### src/rtl/int_sched.sv
// int_sched: programmable interrupt scheduler between peripheral IRQ lines and CP0.
//
// Synchronises NSRC raw interrupt lines, latches them per-source as edge- or
// level-triggered pending bits, masks them and picks the lowest-index eligible
// source as the single in-service interrupt. After a software ACK the scheduler
// sits out HOLDOFF_CYC cycles before it will schedule another source.
//
// Ports:
//   clk       system clock
//   rst       asynchronous active-high reset
//   DEV_Addr  bridge word address [7:2]; only DEV_Addr[1:0] is decoded
//             0 MASK (RW), 1 PEND (R, W1C for edge sources), 2 MODE (RW, 1=edge),
//             3 VEC  (R {busy,28'b0,insvc}, any write = ACK)
//   DEV_We    write strobe
//   DEV_Wd    write data
//   DEV_Rd    read data, combinational from DEV_Addr
//   IrqIn     raw interrupt lines, asynchronous to clk
//   HWInt     one-hot in-service interrupt, registered-state decode

module int_sched #(
    parameter int NSRC        = 6,
    parameter int HOLDOFF_CYC = 4
) (
    input  logic            clk,
    input  logic            rst,
    input  logic [5:0]      DEV_Addr,
    input  logic            DEV_We,
    input  logic [31:0]     DEV_Wd,
    output logic [31:0]     DEV_Rd,
    input  logic [NSRC-1:0] IrqIn,
    output logic [NSRC-1:0] HWInt
);

    typedef enum logic [1:0] {
        IDLE    = 2'd0,
        ACTIVE  = 2'd1,
        HOLDOFF = 2'd2
    } state_t;

    logic [NSRC-1:0] s1_q, s2_q, p_q;
    logic [NSRC-1:0] pend_q, pend_d;
    logic [NSRC-1:0] mask_q, mode_q;
    state_t          state_q, state_d;
    logic [2:0]      insvc_q, insvc_d;
    logic [7:0]      hcnt_q, hcnt_d;

    logic [1:0]      sel;
    logic            wr_mask, wr_pend, wr_mode, wr_vec;
    logic            ack;
    logic [NSRC-1:0] eligible, clr, rise;
    logic [2:0]      pick;
    logic            unused_bits;

    assign sel      = DEV_Addr[1:0];
    assign wr_mask  = DEV_We && (sel == 2'd0);
    assign wr_pend  = DEV_We && (sel == 2'd1);
    assign wr_mode  = DEV_We && (sel == 2'd2);
    assign wr_vec   = DEV_We && (sel == 2'd3);
    assign ack      = wr_vec && (state_q == ACTIVE);
    assign eligible = pend_q & mask_q;
    assign rise     = s2_q & ~p_q;

    assign unused_bits = ^{DEV_Addr[5:2], DEV_Wd[31:NSRC]};

    // Edge sources: W1C and ACK clear, a fresh rising edge wins over both.
    // Level sources simply track the synchronised line.
    always_comb begin
        clr = '0;
        if (wr_pend) clr = DEV_Wd[NSRC-1:0];
        if (ack)     clr[insvc_q] = 1'b1;
        pend_d = (mode_q & ((pend_q & ~clr) | rise)) | (~mode_q & s2_q);
    end

    // Fixed priority: lowest index wins, so scan downward and let it overwrite.
    always_comb begin
        pick = '0;
        for (int i = NSRC - 1; i >= 0; i--) begin
            if (eligible[i]) pick = 3'(i);
        end
    end

    always_comb begin
        state_d = state_q;
        insvc_d = insvc_q;
        hcnt_d  = hcnt_q;
        case (state_q)
            IDLE: begin
                if (|eligible) begin
                    insvc_d = pick;
                    state_d = ACTIVE;
                end
            end
            ACTIVE: begin
                if (ack) begin
                    hcnt_d  = 8'(HOLDOFF_CYC - 1);
                    state_d = HOLDOFF;
                end else if (!mask_q[insvc_q] ||
                             (!mode_q[insvc_q] && !pend_q[insvc_q])) begin
                    // Source withdrawn without an ACK: give up, pending untouched.
                    state_d = IDLE;
                end
            end
            HOLDOFF: begin
                if (hcnt_q == 8'd0) state_d = IDLE;
                else                hcnt_d  = hcnt_q - 8'd1;
            end
            default: state_d = IDLE;
        endcase
    end

    always_ff @(posedge clk or posedge rst) begin
        if (rst) begin
            s1_q    <= '0;
            s2_q    <= '0;
            p_q     <= '0;
            pend_q  <= '0;
            mask_q  <= '0;
            mode_q  <= '0;
            state_q <= IDLE;
            insvc_q <= '0;
            hcnt_q  <= '0;
        end else begin
            s1_q    <= IrqIn;
            s2_q    <= s1_q;
            p_q     <= s2_q;
            pend_q  <= pend_d;
            if (wr_mask) mask_q <= DEV_Wd[NSRC-1:0];
            if (wr_mode) mode_q <= DEV_Wd[NSRC-1:0];
            state_q <= state_d;
            insvc_q <= insvc_d;
            hcnt_q  <= hcnt_d;
        end
    end

    assign HWInt = (state_q == ACTIVE) ? (NSRC'(1) << insvc_q) : '0;

    always_comb begin
        DEV_Rd = '0;
        case (sel)
            2'd0: DEV_Rd[NSRC-1:0] = mask_q;
            2'd1: DEV_Rd[NSRC-1:0] = pend_q;
            2'd2: DEV_Rd[NSRC-1:0] = mode_q;
            default: begin
                DEV_Rd[31]  = (state_q != IDLE);
                DEV_Rd[2:0] = insvc_q;
            end
        endcase
    end

endmodule

### config.mk
export PLATFORM = sky130hd
export DESIGN_NAME = int_sched
export DESIGN_NICKNAME = d
export VERILOG_FILES = /design/src/rtl/int_sched.sv
export SDC_FILE = /design/constraint.sdc
export NUM_CORES = 1
export LEC_CHECK = 0
export CAP_MARGIN = 20
export CORE_MARGIN = 2
export CORE_UTILIZATION = 30
export CTS_CLUSTER_DIAMETER = 120
export CTS_CLUSTER_SIZE = 30
export DETAILED_ROUTE_END_ITERATION = 12
export HOLD_SLACK_MARGIN = 0.12
export PLACE_DENSITY = 0.58
export RECOVER_POWER = 25
export SETUP_SLACK_MARGIN = 0.3
export SYNTH_ARGS = -nofsm -noshare
export SYNTH_HDL_FRONTEND = slang
export SYNTH_SLANG_ARGS = --single-unit
### constraint.sdc
create_clock -name clk -period 2.2 [get_ports clk]
set_input_delay 0.55 -clock clk [delete_from_list [all_inputs] [get_ports clk]]
set_output_delay 0.55 -clock clk [all_outputs]
set_load 0.02 [all_outputs]
# Yosys cells after proc, flatten, opt, wreduce, memory -nomap -nowiden
# Index checks and enable logic that the tools add are counted.
[totals]
register_bits = 49
in_bits = 47
out_inout_bits = 38
wordCells = 83
[op_classes]
n_addsub = 1
magnitude_cmp = 2
n_eq_ne = 10
shift = 1
mux = 28
n_bitwise = 11
reduce_logical = 21
[op_table]
columns = ["op", "n"]
rows = [
  ["6-bit AND", 5],
  ["3-bit two-way mux", 6],
  ["6-bit two-way mux", 3],
  ["6-bit inverter", 3],
  ["6-bit OR", 3],
  ["3-bit case mux with 3 select lines", 2],
  ["8-bit two-way mux", 2],
  ["8-bit case mux with 2 select lines", 1],
  ["1-bit binary-select mux with 3-bit select", 3],
  ["8-bit logical NOT", 1],
  ["2-bit two-way mux", 4],
  ["2-bit inequality test (second input constant)", 4],
  ["8-bit by 1-bit subtractor with 8-bit output (second input constant)", 1],
  ["1-bit logical AND", 7],
  ["2-bit equality test (second input constant)", 3],
  ["2-bit case mux with 3 select lines", 1],
  ["3-bit AND reduction", 2],
  ["6-bit OR reduction", 1],
  ["1-bit by 3-bit << shifter with 6-bit output (first input constant)", 1],
  ["1-bit two-way mux", 5],
  ["2-bit by 1-bit equality test with 1-bit output (second input constant)", 2],
  ["2-bit logical NOT", 2],
  ["3-bit by 4-bit less-than comparator with 1-bit output (second input constant)", 1],
  ["2-bit nonzero test", 2],
  ["other kinds (7)", 9],
]

# Longest topological paths before layout
# Gate-level depths: netlist of run 1.
[depth]
ltp_word = 11
ltp_mapped = 6
depth_no_buf = 6

# Least setup slack after synthesis of run 1
# OpenSTA, ideal clock, no wires.
[synth_path]
path_type = "register -> output"
startpoint = "register state_q[0]"
endpoint = "output port HWInt[0]"
arrival_ps = 1369
required_ps = 1650
path_slack_ps = 281
path_stages_with_launch = 4
n_path_buf = 1
path_cell_list = "dfrtp_1 -> or3b_1 -> buf_2 -> nor3_1"
[synth_via]
elab_chain_cells = 2
[synth_rtl]
columns = ["element", "line", "rtl"]
rows = [
  ["start, declared", "43", "state_t state_q, state_d;"],
  ["start signal, assigned", "129", "state_q <= state_d;"],
  ["2-bit by 1-bit equality test with 1-bit output", "135", "assign HWInt = (state_q == ACTIVE) ? (NSRC'(1) << insvc_q) : '0;"],
  ["6-bit two-way mux", "135", ""],
  ["end, declared", "31", "output logic [NSRC-1:0] HWInt"],
]
# Every way passes these cells.

# Worst setup path in the final report of run 1
[layout_path]
startpoint = "register insvc_q[2]"
endpoint = "output port DEV_Rd[2]"
[layout_via]
elab_chain_cells = 1
[layout_rtl]
columns = ["element", "line", "rtl"]
rows = [
  ["start, declared", "44", "logic [2:0] insvc_q, insvc_d;"],
  ["start signal, assigned", "130", "insvc_q <= insvc_d;"],
  ["3-bit case mux with 3 select lines", "139", "case (sel)"],
  ["end, declared", "29", "output logic [31:0] DEV_Rd,"],
]
# Every way passes these cells.

==> impl_metrics.json, run 1 <==
{
  "clockPowerShare_pct": 16.9,
  "grt_use_total_pct": 12.63,
  "p_leak_uw": 0.001445,
  "swShare_pct": 36.67,
  "route.detailed.drc": 0,
  "viasPerCell": 4.657,
  "rsz0062_at_grt": "true",
  "outcome": "finished clean",
  "die_y_um": 94.37,
  "max_stage_delay_ns": 0.48,
  "worst_slew_pin_slew_ns": 1.172,
  "ios": 85,
  "core_sq_mm": 0.007807,
  "wl_mm": 5.193,
  "timing.slew.headroom_pct": 21.85,
  "rrSetupSlack_ns": 0.40,
  "hold_class": "reg2reg",
  "numCtsBuffers": 5,
  "synth_edf_count": 0,
  "p_int_uw": 1944,
  "critPathLaunchType": "flop",
  "crit_chain": "buf_4 > mux4_2 > buf_6",
  "hpwlAfterDp_mm": 3.806,
  "num_rows": 32,
  "cts_root_buf": "clkbuf_8",
  "fillCellCount": 752,
  "final_cell_mix": "dfrtp_1, buf_4, nand2_1",
  "portBuffers": 29,
  "synthAdderAreaFrac_pct": 1.021,
  "clkTransAtPathRegs_ns": 0.09,
  "grt_pass1_vias": 1836,
  "crit_family": "multiplexers",
  "top_usage_layer": "met2",
  "yosysSeqAreaShare_pct": 50.05,
  "grt-ovfl-total": 0,
  "synthMuxAreaShare_pct": 12.51,
  "seqPwrFrac_pct": 41.6,
  "start_util_pct": 31.38,
  "synth_cell_type_count": 47,
  "ir_worst_vdd_mv": 0.4653,
  "gp_congestion": 0.8842,
  "yosys.area_share.simple_pct": 16.39,
  "grt_use_met3_pct": 2.554,
  "regArea_sq_mm": 0.001229,
  "rr_worst_depth": 4,
  "hold_ws_ns": 0.3531,
  "grt_util_met2_pct": 20.48,
  "synth-compound-area-share_pct": 9.908,
  "dr.first_iter.drc_count": 127,
  "ant_nets": 0,
  "die_x_um": 94.37,
  "synth_top_family_by_area": "simple AND/OR/NAND/NOR gates",
  "clock_latency_ns": 0.30,
  "syn_to_final_growth_pct": 28.75,
  "fin_skew_ns": 0.005823,
  "first_pass_iters": 4,
  "min_path_cells": 0,
  "use_met1_pct": 16.67,
  "min_period_over_period_pct": 91.80,
  "combPwrFrac_pct": 41.5,
  "antenna_cells": 0,
  "htreeDepth": 2,
  "antenna_found_initial": 0,
  "die_area_sq_mm": 0.008905,
  "place_area_sq_mm": 0.002943,
  "tns_ns": 0,
  "instances_no_fill": 394,
  "synthFlopType": "dfrtp_1",
  "finalPower_uw": 3070,
  "cap_violations": 0,
  "syn_inst": 228,
  "path_class": "reg2out",
  "final_nets": 340,
  "cp_num_buf_inv": 2,
  "num_vias": 1835,
  "synth-async-reset-ratio_pct": 100.0,
  "hold_buffers": 0,
  "multi_input_area_sq_mm": 0.001140,
  "route.detailed.wl_per_inst_um": 13.18,
  "worstPathMaxFanout": 3,
  "critPathCaptureType": "output pin",
  "cts_tree": "done",
  "yosys_warnings": 0,
  "period_minus_slack_ns": 2.020,
  "setup_viol_count_final": 0,
  "worstPathRequired_ns": 1.65,
  "ys_seq_elements": 49,
  "cp.depth": 3,
  "final_common_cell": "dfrtp_1",
  "p_sw_uw": 1126,
  "cts_buffer_depth": 2,
  "cts.sinks": 49,
  "worstPathArrival_ns": 1.47,
  "grt_start_max_net_pins": 50,
  "drive_above_1_share_pct": 30.82,
  "grt_pass1_wl_mm": 8.763,
  "p_per_area_mw_per_mm2": 973.3,
  "max_freq_mhz": 495.1,
  "final_area_sq_mm": 0.003154,
  "synth.avg_cell_area_sq_um": 10.74,
  "drv_slew": 0,
  "hold_viol_final": 0,
  "synthXorXnorAreaFrac_pct": 0.3575,
  "cpMaxStageDelayCell": "mux4_2",
  "syn_area_sq_mm": 0.002450,
  "dp.cells": 375
}
==> path summary, 6_finish.rpt <==
kind                             from    endpoint
max                        insvc_q[2]   DEV_Rd[2]
min                           s1_q[2]     s2_q[2]
max reg2reg                insvc_q[2]   pend_q[2]
min reg2reg                   s1_q[2]     s2_q[2]
max in group asynchronous         rst  insvc_q[0]
min in group asynchronous         rst     s1_q[5]
==> repair_timing <==
| item | CTS | global route |
|---|---|---|
| pin swaps | 2 | 2 |
| endpoints found under the setup margin | 22 | 15 |
| buffers inserted | 8 | 3 |
| resized for setup | 91 | 13 |
==> synth_stat cells (all sizes together) (2+ instances only) <==
cell	number	area share, %
clkbuf	4	0.61
nand3	5	1.0
a21oi	9	1.8
and2b	2	0.61
a22o	2	0.72
buf	27	8.1
mux4	4	3.7
nand2	31	4.7
nor3	5	1.0
mux2	13	6.0
a21o	2	0.61
o21ai	8	1.6
mux2i	7	2.9
inv	6	0.92
or3	2	0.51
o211ai	2	0.61
ha	2	1.0
nor3b	3	1.1
a221oi	2	0.72
or4	3	0.92
nand3b	2	0.61
nor2	14	2.1
nor4	2	0.51
a22oi	2	0.61
dfrtp	49	50
==> power groups by stage <==
| stage | sequential, uW | clock, uW | combinational, uW |
|---|---|---|---|
| 2_1_floorplan | 1250 | 0 | 713 |
| 3_3_place_gp | 1300 | 0 | 1080 |
| 3_5_place_dp | 1310 | 0 | 1080 |
| 4_1_cts | 1280 | 535 | 1210 |
| 5_1_grt | 1310 | 572 | 1400 |
| 6_report | 1280 | 518 | 1270 |
==> logic make-up (layout without fill, tap and decap cells) <==
kind of cell | after synthesis | count (layout)
AOI/OAI and AO/OA | 36 | 36
xor gates and xnor gates | 1 | 1
adders and majority gates | 2 | 2
buffers and inverters | 37 | 77
DFF | 49 | 49
muxes | 24 | 24
other | 1 | 25
and+or+nand+nor | 78 | 78
==> flip-flops by register name (all words and copies together) (netlist names) <==
register / count
s1_q: 6
mode_q: 6
s2_q: 6
mask_q: 6
hcnt_q: 8
insvc_q: 3
pend_q: 6
p_q: 6
state_q: 2
==> area by class of cell <==
| type | instances | area share [%] |
|---|---|---|
| clock buffers | 5 | 2.182 |
| clock inverters | 3 | 0.5553 |
| inverters | 6 | 0.7140 |
| multi-input cells | 166 | 36.14 |
| flip-flops and latches | 49 | 38.95 |
| well taps | 102 | 4.046 |
| repair buffers | 63 | 17.41 |
==> through the flow <==
step	utilization, %	setup WS, ns
floorplan	-	0.2812
global placement	37.69	-0.6752
detailed placement	37.69	-0.6852
CTS	39.82	0.1538
global route	40.40	0.1070
finish	40.40	0.1804
==> worst register-to-register path: stages (launching register included) <==
cell	delay (ns)
dfrtp_1	0.39
or3b_4	0.47
buf_4	0.18
or4_1	0.41
a22o_1	0.23
==> layer usage <==
metal,vias up,share of wire [%]
met3,6,5.9
met5,-,0
met4,0,1.5
li1,883,-
met2,71,48
met1,875,44
No activity file was read; power rests on OpenSTA's default activity.
==> inputs of run 2 (changes only) <==
--- a/config.mk
+++ b/config.mk
@@ -5,13 +5,13 @@
 export SDC_FILE = /design/constraint.sdc
 export NUM_CORES = 1
 export LEC_CHECK = 0
+export ABC_CLOCK_PERIOD_IN_PS = 2200
 export CAP_MARGIN = 20
 export CORE_MARGIN = 2
 export CORE_UTILIZATION = 30
 export CTS_CLUSTER_DIAMETER = 120
 export CTS_CLUSTER_SIZE = 30
 export DETAILED_ROUTE_END_ITERATION = 12
-export HOLD_SLACK_MARGIN = 0.12
 export PLACE_DENSITY = 0.58
 export RECOVER_POWER = 25
 export SETUP_SLACK_MARGIN = 0.3
==> results of run 2 <==
No change in the layout: final DEF, timing and power equal those of run 1.
==> inputs of run 3 (changes only) <==
--- a/config.mk
+++ b/config.mk
@@ -12,6 +12,7 @@
 export CTS_CLUSTER_DIAMETER = 120
 export CTS_CLUSTER_SIZE = 30
 export DETAILED_ROUTE_END_ITERATION = 12
+export HOLD_SLACK_MARGIN = 0.05
 export PLACE_DENSITY = 0.58
 export RECOVER_POWER = 25
 export SETUP_SLACK_MARGIN = 0.3
==> results of run 3 <==
No change in the layout: final DEF, timing and power equal those of run 1.
